$ cat src/rtl/multicycle_ctrl.sv
// Main control FSM for the multicycle RV32I datapath. Sequences each
// instruction through fetch/decode/execute/memory/writeback, drives the
// datapath enables and mux selects, and stalls on the memory handshake.
module multicycle_ctrl #(
  parameter int OP_W = 7
) (
  input  logic            clk,
  input  logic            reset_n,
  input  logic [OP_W-1:0] op,
  input  logic            zero,
  input  logic            mem_ready,
  output logic            pc_write,
  output logic            adr_src,
  output logic            mem_write,
  output logic            ir_write,
  output logic [1:0]      result_src,
  output logic [1:0]      alu_src_a,
  output logic [1:0]      alu_src_b,
  output logic [1:0]      imm_src,
  output logic            reg_write,
  output logic [1:0]      alu_op,
  output logic            illegal,
  output logic [3:0]      state_o
);

  typedef enum logic [3:0] {
    S_FETCH    = 4'd0,
    S_DECODE   = 4'd1,
    S_MEMADR   = 4'd2,
    S_MEMREAD  = 4'd3,
    S_MEMWB    = 4'd4,
    S_MEMWRITE = 4'd5,
    S_EXECR    = 4'd6,
    S_ALUWB    = 4'd7,
    S_EXECI    = 4'd8,
    S_JAL      = 4'd9,
    S_BEQ      = 4'd10,
    S_ILLEGAL  = 4'd11
  } state_t;

  localparam logic [OP_W-1:0] OP_LW   = 7'b0000011;
  localparam logic [OP_W-1:0] OP_SW   = 7'b0100011;
  localparam logic [OP_W-1:0] OP_R    = 7'b0110011;
  localparam logic [OP_W-1:0] OP_I    = 7'b0010011;
  localparam logic [OP_W-1:0] OP_JAL  = 7'b1101111;
  localparam logic [OP_W-1:0] OP_BEQ  = 7'b1100011;

  state_t r_state;
  state_t w_next;

  // Enables before reset gating; the gated versions drive the ports.
  logic w_pc_write;
  logic w_mem_write;
  logic w_ir_write;
  logic w_reg_write;

  // State register: the only sequential element in the controller.
  // NOTE: sequential state uses non-blocking assignments so every flop
  // samples the pre-edge value of its inputs.
  always_ff @(posedge clk or negedge reset_n) begin
    if (!reset_n) r_state <= S_FETCH;
    else          r_state <= w_next;
  end

  // Next-state logic and Moore outputs (pc_write/ir_write/next gated by
  // mem_ready or zero where the datapath needs it).
  // NOTE: every output gets a default first so no path leaves a signal
  // unassigned, which would otherwise infer a latch.
  always_comb begin
    w_next      = r_state;
    w_pc_write  = 1'b0;
    w_mem_write = 1'b0;
    w_ir_write  = 1'b0;
    w_reg_write = 1'b0;
    adr_src     = 1'b0;
    result_src  = 2'b00;
    alu_src_a   = 2'b00;
    alu_src_b   = 2'b00;
    alu_op      = 2'b00;
    illegal     = 1'b0;
    case (r_state)
      S_FETCH: begin
        alu_src_b  = 2'b10;
        result_src = 2'b10;
        w_ir_write = mem_ready;
        w_pc_write = mem_ready;
        w_next     = mem_ready ? S_DECODE : S_FETCH;
      end
      S_DECODE: begin
        // Precompute the branch target from OldPC + immediate.
        alu_src_a = 2'b01;
        alu_src_b = 2'b01;
        if (op == OP_LW || op == OP_SW) w_next = S_MEMADR;
        else if (op == OP_R)            w_next = S_EXECR;
        else if (op == OP_I)            w_next = S_EXECI;
        else if (op == OP_JAL)          w_next = S_JAL;
        else if (op == OP_BEQ)          w_next = S_BEQ;
        else                            w_next = S_ILLEGAL;
      end
      S_MEMADR: begin
        alu_src_a = 2'b10;
        alu_src_b = 2'b01;
        w_next    = (op == OP_LW) ? S_MEMREAD : S_MEMWRITE;
      end
      S_MEMREAD: begin
        adr_src = 1'b1;
        w_next  = mem_ready ? S_MEMWB : S_MEMREAD;
      end
      S_MEMWB: begin
        result_src  = 2'b01;
        w_reg_write = 1'b1;
        w_next      = S_FETCH;
      end
      S_MEMWRITE: begin
        // Strobe stays high for the whole wait so memory sees a stable request.
        adr_src     = 1'b1;
        w_mem_write = 1'b1;
        w_next      = mem_ready ? S_FETCH : S_MEMWRITE;
      end
      S_EXECR: begin
        alu_src_a = 2'b10;
        alu_op    = 2'b10;
        w_next    = S_ALUWB;
      end
      S_EXECI: begin
        alu_src_a = 2'b10;
        alu_src_b = 2'b01;
        alu_op    = 2'b10;
        w_next    = S_ALUWB;
      end
      S_ALUWB: begin
        w_reg_write = 1'b1;
        w_next      = S_FETCH;
      end
      S_JAL: begin
        // PC <= target from DECODE (ALUOut); ALU computes OldPC+4 for rd.
        alu_src_a  = 2'b01;
        alu_src_b  = 2'b10;
        w_pc_write = 1'b1;
        w_next     = S_ALUWB;
      end
      S_BEQ: begin
        alu_src_a  = 2'b10;
        alu_op     = 2'b01;
        w_pc_write = zero;
        w_next     = S_FETCH;
      end
      S_ILLEGAL: begin
        // Trap: sit here with every enable off until reset.
        illegal = 1'b1;
        w_next  = S_ILLEGAL;
      end
      default: begin
        // Unused encodings recover to FETCH.
        w_next = S_FETCH;
      end
    endcase
  end

  // Immediate format follows the opcode in every state.
  always_comb begin
    imm_src = 2'b00;
    if (op == OP_SW)       imm_src = 2'b01;
    else if (op == OP_BEQ) imm_src = 2'b10;
    else if (op == OP_JAL) imm_src = 2'b11;
  end

  // Write enables are masked by reset so an abort can never leak a write.
  assign pc_write  = w_pc_write  & reset_n;
  assign mem_write = w_mem_write & reset_n;
  assign ir_write  = w_ir_write  & reset_n;
  assign reg_write = w_reg_write & reset_n;
  assign state_o   = r_state;

endmodule
$ cat config.mk
export PLATFORM = sky130hd
export DESIGN_NAME = multicycle_ctrl
export DESIGN_NICKNAME = d
export VERILOG_FILES = /design/src/rtl/multicycle_ctrl.sv
export SDC_FILE = /design/constraint.sdc
export NUM_CORES = 1
export LEC_CHECK = 0
export CAP_MARGIN = 20
export CORE_ASPECT_RATIO = 1.1
export CORE_MARGIN = 2
export CORE_UTILIZATION = 39
export DETAILED_ROUTE_END_ITERATION = 10
export GPL_ROUTABILITY_DRIVEN = 0
export PLACE_DENSITY = 0.76
export SETUP_SLACK_MARGIN = 0.05
export SLEW_MARGIN = 20
export SYNTH_ARGS = -nofsm -noshare
export SYNTH_HDL_FRONTEND = slang
export SYNTH_SLANG_ARGS = --single-unit
$ cat constraint.sdc
create_clock -name clk -period 2 [get_ports clk]
set_input_delay 0.4 -clock clk [delete_from_list [all_inputs] [get_ports clk]]
set_output_delay 0.4 -clock clk [all_outputs]
set_load 0.1 [all_outputs]
==> results of run 1 <==
kinds of logic after synthesis:
| group | synth area share |
|---|---|
| DFF | 0.164 |
| and+or+nand+nor | 0.404 |
| xor gates and xnor gates | 0.0430 |
| buffers and inverters | 0.129 |
| AOI/OAI and AO/OA | 0.260 |
cells in the mapped netlist:
cell / n
or2_4: 1
nand2_1: 5
and2b_2: 1
nor2b_1: 1
or3_4: 2
a21o_1: 1
a21oi_1: 5
a311o_1: 1
nor3_1: 5
inv_1: 3
nand2b_1: 5
dfrtp_1: 4
o22ai_1: 2
nand3b_1: 2
nor4_1: 2
xnor2_1: 2
and3_1: 2
a2111oi_0: 1
o21ai_0: 8
nand3_1: 3
clkbuf_8: 3
nor2_1: 11
buf_6: 2
o211ai_1: 1
clkbuf_1: 1
a211oi_1: 2
nor3b_1: 3
xor2_1: 1
o32a_1: 2
and2_1: 1
a31oi_1: 2
stage by stage:
stage	setup slack (ns)	TNS (ns)
after detailed placement	-0.141	-0.454
after global placement	-0.0843	-0.171
after floorplan	-1.06	-5.50
==> metrics.csv, run 1 <==
metric,value,unit
Stop stage,4_1_cts,
Yosys top cell area share,0.164,
Post-Syn Area per Cell,7.18,sq um
std cell rows,14,
status,stopped before the end,
post-synthesis cell area,611,sq um
Mapped Cells,85,
CTS Buf Count,3,
main area contributors after synthesis,"dfrtp_1 (16%), clkbuf_8 (6.8%), nor2_1 (6.8%)",
Root Driver,clkbuf_4,
synthesized flop and latch total,4,
dpl hpwl,2.06,mm
Die Wd,41.7,um
# hold bufs at CTS,0,
Syn Nets,96,
port bufs,30,
Placed Area,1340,sq um
CTS HTree Levels,1,
post-synth top area cell,dfrtp_1,
Synth Warn #,0,
height of the die,45.5,um
Post-CTS Setup Bufs,15,
PostCTS Resize Cnt,25,
Stop Error,"[ERROR DPL-0038] Utilization greater than 100%, impossible to legalize",
Longest Clk Path Bufs,2,
register area share after synthesis,0.164,
Starting Density,0.430,
placed cells,140,
clk sinks,4,
Ports,31,
post-synth cell types,31,
==> inputs of run 2 (changes only) <==
--- a/config.mk
+++ b/config.mk
@@ -6,13 +6,11 @@
 export NUM_CORES = 1
 export LEC_CHECK = 0
 export CAP_MARGIN = 20
-export CORE_ASPECT_RATIO = 1.1
-export CORE_MARGIN = 2
-export CORE_UTILIZATION = 39
+export CORE_AREA = 2 2 63 65
 export DETAILED_ROUTE_END_ITERATION = 10
+export DIE_AREA = 0 0 65 67
 export GPL_ROUTABILITY_DRIVEN = 0
-export PLACE_DENSITY = 0.76
-export SETUP_SLACK_MARGIN = 0.05
+export PLACE_DENSITY_LB_ADDON = 0.15
 export SLEW_MARGIN = 20
 export SYNTH_ARGS = -nofsm -noshare
 export SYNTH_HDL_FRONTEND = slang
==> run 2 against run 1 <==
Effect of this change:
- the run now ends clean
- area after synthesis unchanged
- synthesized cell count unchanged
==> metrics.csv, run 2 <==
metric,value,unit,change
number of synthesized flops with an enable pin,0,,unchanged
routed via count,817,,
Hold Path Class,in2async,,
post-synth cell types,31,,unchanged
post-synthesis cell area,611,sq um,unchanged
initial antenna violation count,0,,
1st-pass router iterations,4,,
Worst Tran Pin Value,0.435,ns,
Longest Clk Path Bufs,2,,unchanged
Yosys top cell area share,0.164,,unchanged
Post-Syn Area per Cell,7.18,sq um,unchanged
first-pass GRT wire length,3.50,mm,
Slew Limit Headroom,0.703,,
"most common cell after layout, fill and taps aside",buf_4,,
main area contributors after synthesis,"dfrtp_1 (16%), clkbuf_8 (6.8%), nor2_1 (6.8%)",,unchanged
crit start category,flop,,
Synth Warn #,0,,unchanged
RSZ-0062 raised after global routing,yes,,
Mapped Cells,85,,unchanged
worst path cell trace,"nor4_4, and3_4, buf_12",,
share of cells above drive strength 1,0.547,,
Layout Area Growth over Synthesis,147,%,
synth cell count leaders,"nor2_1 (11), o21ai_0 (8)",,unchanged
Min Hold Slack,0.510,ns,
"Req. time, crit path",1.60,ns,
Layout Nets,150,,
clk_lat worst skew,0.21,ns,
crit path DAT,1.56,ns,
Max Cap Viol,0,,
clock skew,0.000337,ns,
residual DRC count,0,,
Fmax achieved,509,MHz,
via/cell ratio,4.42,,
Final Max Slew Viols,0,,
Root Driver,clkbuf_8,,was clkbuf_4
fillers,366,,
synthesized flop and latch total,4,,unchanged
setup ws final,0.0368,ns,
dpl hpwl,1.73,mm,was 2.06 mm
"delay-heaviest family, CP",simple AND/OR/NAND/NOR gates,,
Post-Route WL,2.08,mm,
status,finished clean,,was stopped before the end
WP buf/inv,1,,
initial drt markers,9,,
CP Max Fanout,12,,
"count leader, synth",nor2_1,,unchanged
number of global-route vias before repair,786,,
Ports,31,,unchanged
max reg flops,4,,
Antenna Violating Nets Remaining,0,,
All-Layer GR Usage,0.103,,
"Hold Vio Cnt, Final",0,,
CTS HTree Levels,1,,unchanged
CTS tree,built,,
asr flop ratio synth,1.00,,unchanged
CTS Buf Count,3,,unchanged
CORE AREA,3610,sq um,
Starting Density,0.169,,was 0.430
most frequent cells in the layout,"buf_4 (25), buf_12 (20), o21ai_0 (8)",,
total die area,4360,sq um,
"Top FF cell, synth",dfrtp_1,,unchanged
Slowest Stage Delay on Critical Path,0.55,ns,
Placement Setup Slack,-0.0963,ns,was -0.141 ns
Diodes inserted,0,,
CP endpoint kind,output port,,
largest net degree at the start of global routing,13,,
slowest CP cell,dfrtp_4,,
port bufs,30,,unchanged
register area share after synthesis,0.164,,unchanged
std cell rows,22,,was 14
post-synth top area cell,dfrtp_1,,unchanged
height of the die,67,um,was 45.5 um
total grt overflow,0,,
"Reg clk slew, reported paths",0.03,ns,
Die Wd,65,um,was 41.7 um
min Tclk post-route,1.96,ns,
fin crit share,0.982,,
Syn Nets,96,,unchanged
endpoints failing setup,0,,
R2R setup slack,0.29,ns,
Avg WL per Cell,11.2,um,
clk sinks,4,,unchanged
kind of critical path,reg2out,,
-- run 2: worst paths after layout --
check	from	end	cells after the start
setup / recovery	state_o[1]	ir_write	3
hold / removal	reset_n	state_o[0]	2
setup reg to reg	state_o[3]	state_o[2]	4
hold reg to reg	state_o[1]	state_o[2]	2
max in group asynchronous	reset_n	state_o[2]	2
min in group clk	op[5]	state_o[1]	4
-- run 2: area by class of cell --
cell class              instances  area (sq um)  share of cell area
inverters                       3          11.3             0.00746
flip-flops and latches          4           113              0.0746
clock buffers                   3          41.3              0.0274
repair buffers                 55           687               0.455
multi-input cells              72           597               0.396
well taps                      48          60.1              0.0398
-- run 2: what timing repair did --
| item | CTS | global route |
|---|---|---|
| endpoints found under the setup margin | 4 | 5 |
| hold endpoints to repair | 0 | 0 |
| buffers inserted | 3 | 3 |
| hold buffers | 0 | 0 |
| resized for setup | 6 | 2 |
| pin swaps | 2 | 1 |
-- run 2: per-layer routing --
metal,part of all wire,vias to the layer above,wire length (um),track usage
met5,0,-,0,0
met1,0.42,370,882,0.115
met2,0.51,25,1060,0.188
met4,0.0058,0,12,0.0399
met3,0.059,2,123,0.0253
li1,-,420,-,-
-- run 2: stage by stage --
step | area [sq um] | utilization | setup TNS (ns) | cells
2_1_floorplan | 785 | - | -5.50 | 85
3_3_place_gp | 1410 | 0.391 | -0.171 | 176
3_5_place_dp | 1410 | 0.391 | -0.188 | 176
4_1_cts | 1480 | 0.410 | 0 | 182
5_1_grt | 1510 | 0.418 | -0.161 | 185
6_report | 1510 | 0.418 | 0 | 185
-- run 2: worst register-to-register path: cells and delay by family (launching register included) --
kind	cells	cell delay (ns)
AO/OA/AOI/OAI	2	0.45
buffers and inverters	1	0.21
flip-flops	1	0.56
AND/OR/NAND/NOR	1	0.40
-- run 2: kinds of logic (layout without fill, tap and decap cells) --
group           count (synthesis)  after routing  share of synthesized area
simple gates                   44             44                      0.404
flops                           4              4                      0.164
buf+inv                         9             61                      0.129
xor+xnor                        3              3                     0.0430
compound gates                 25             25                      0.260
Power of run 2 is left out: the tool's default activity adds up to more than one toggle a clock period on the data nets, which glitch-free logic cannot reach.
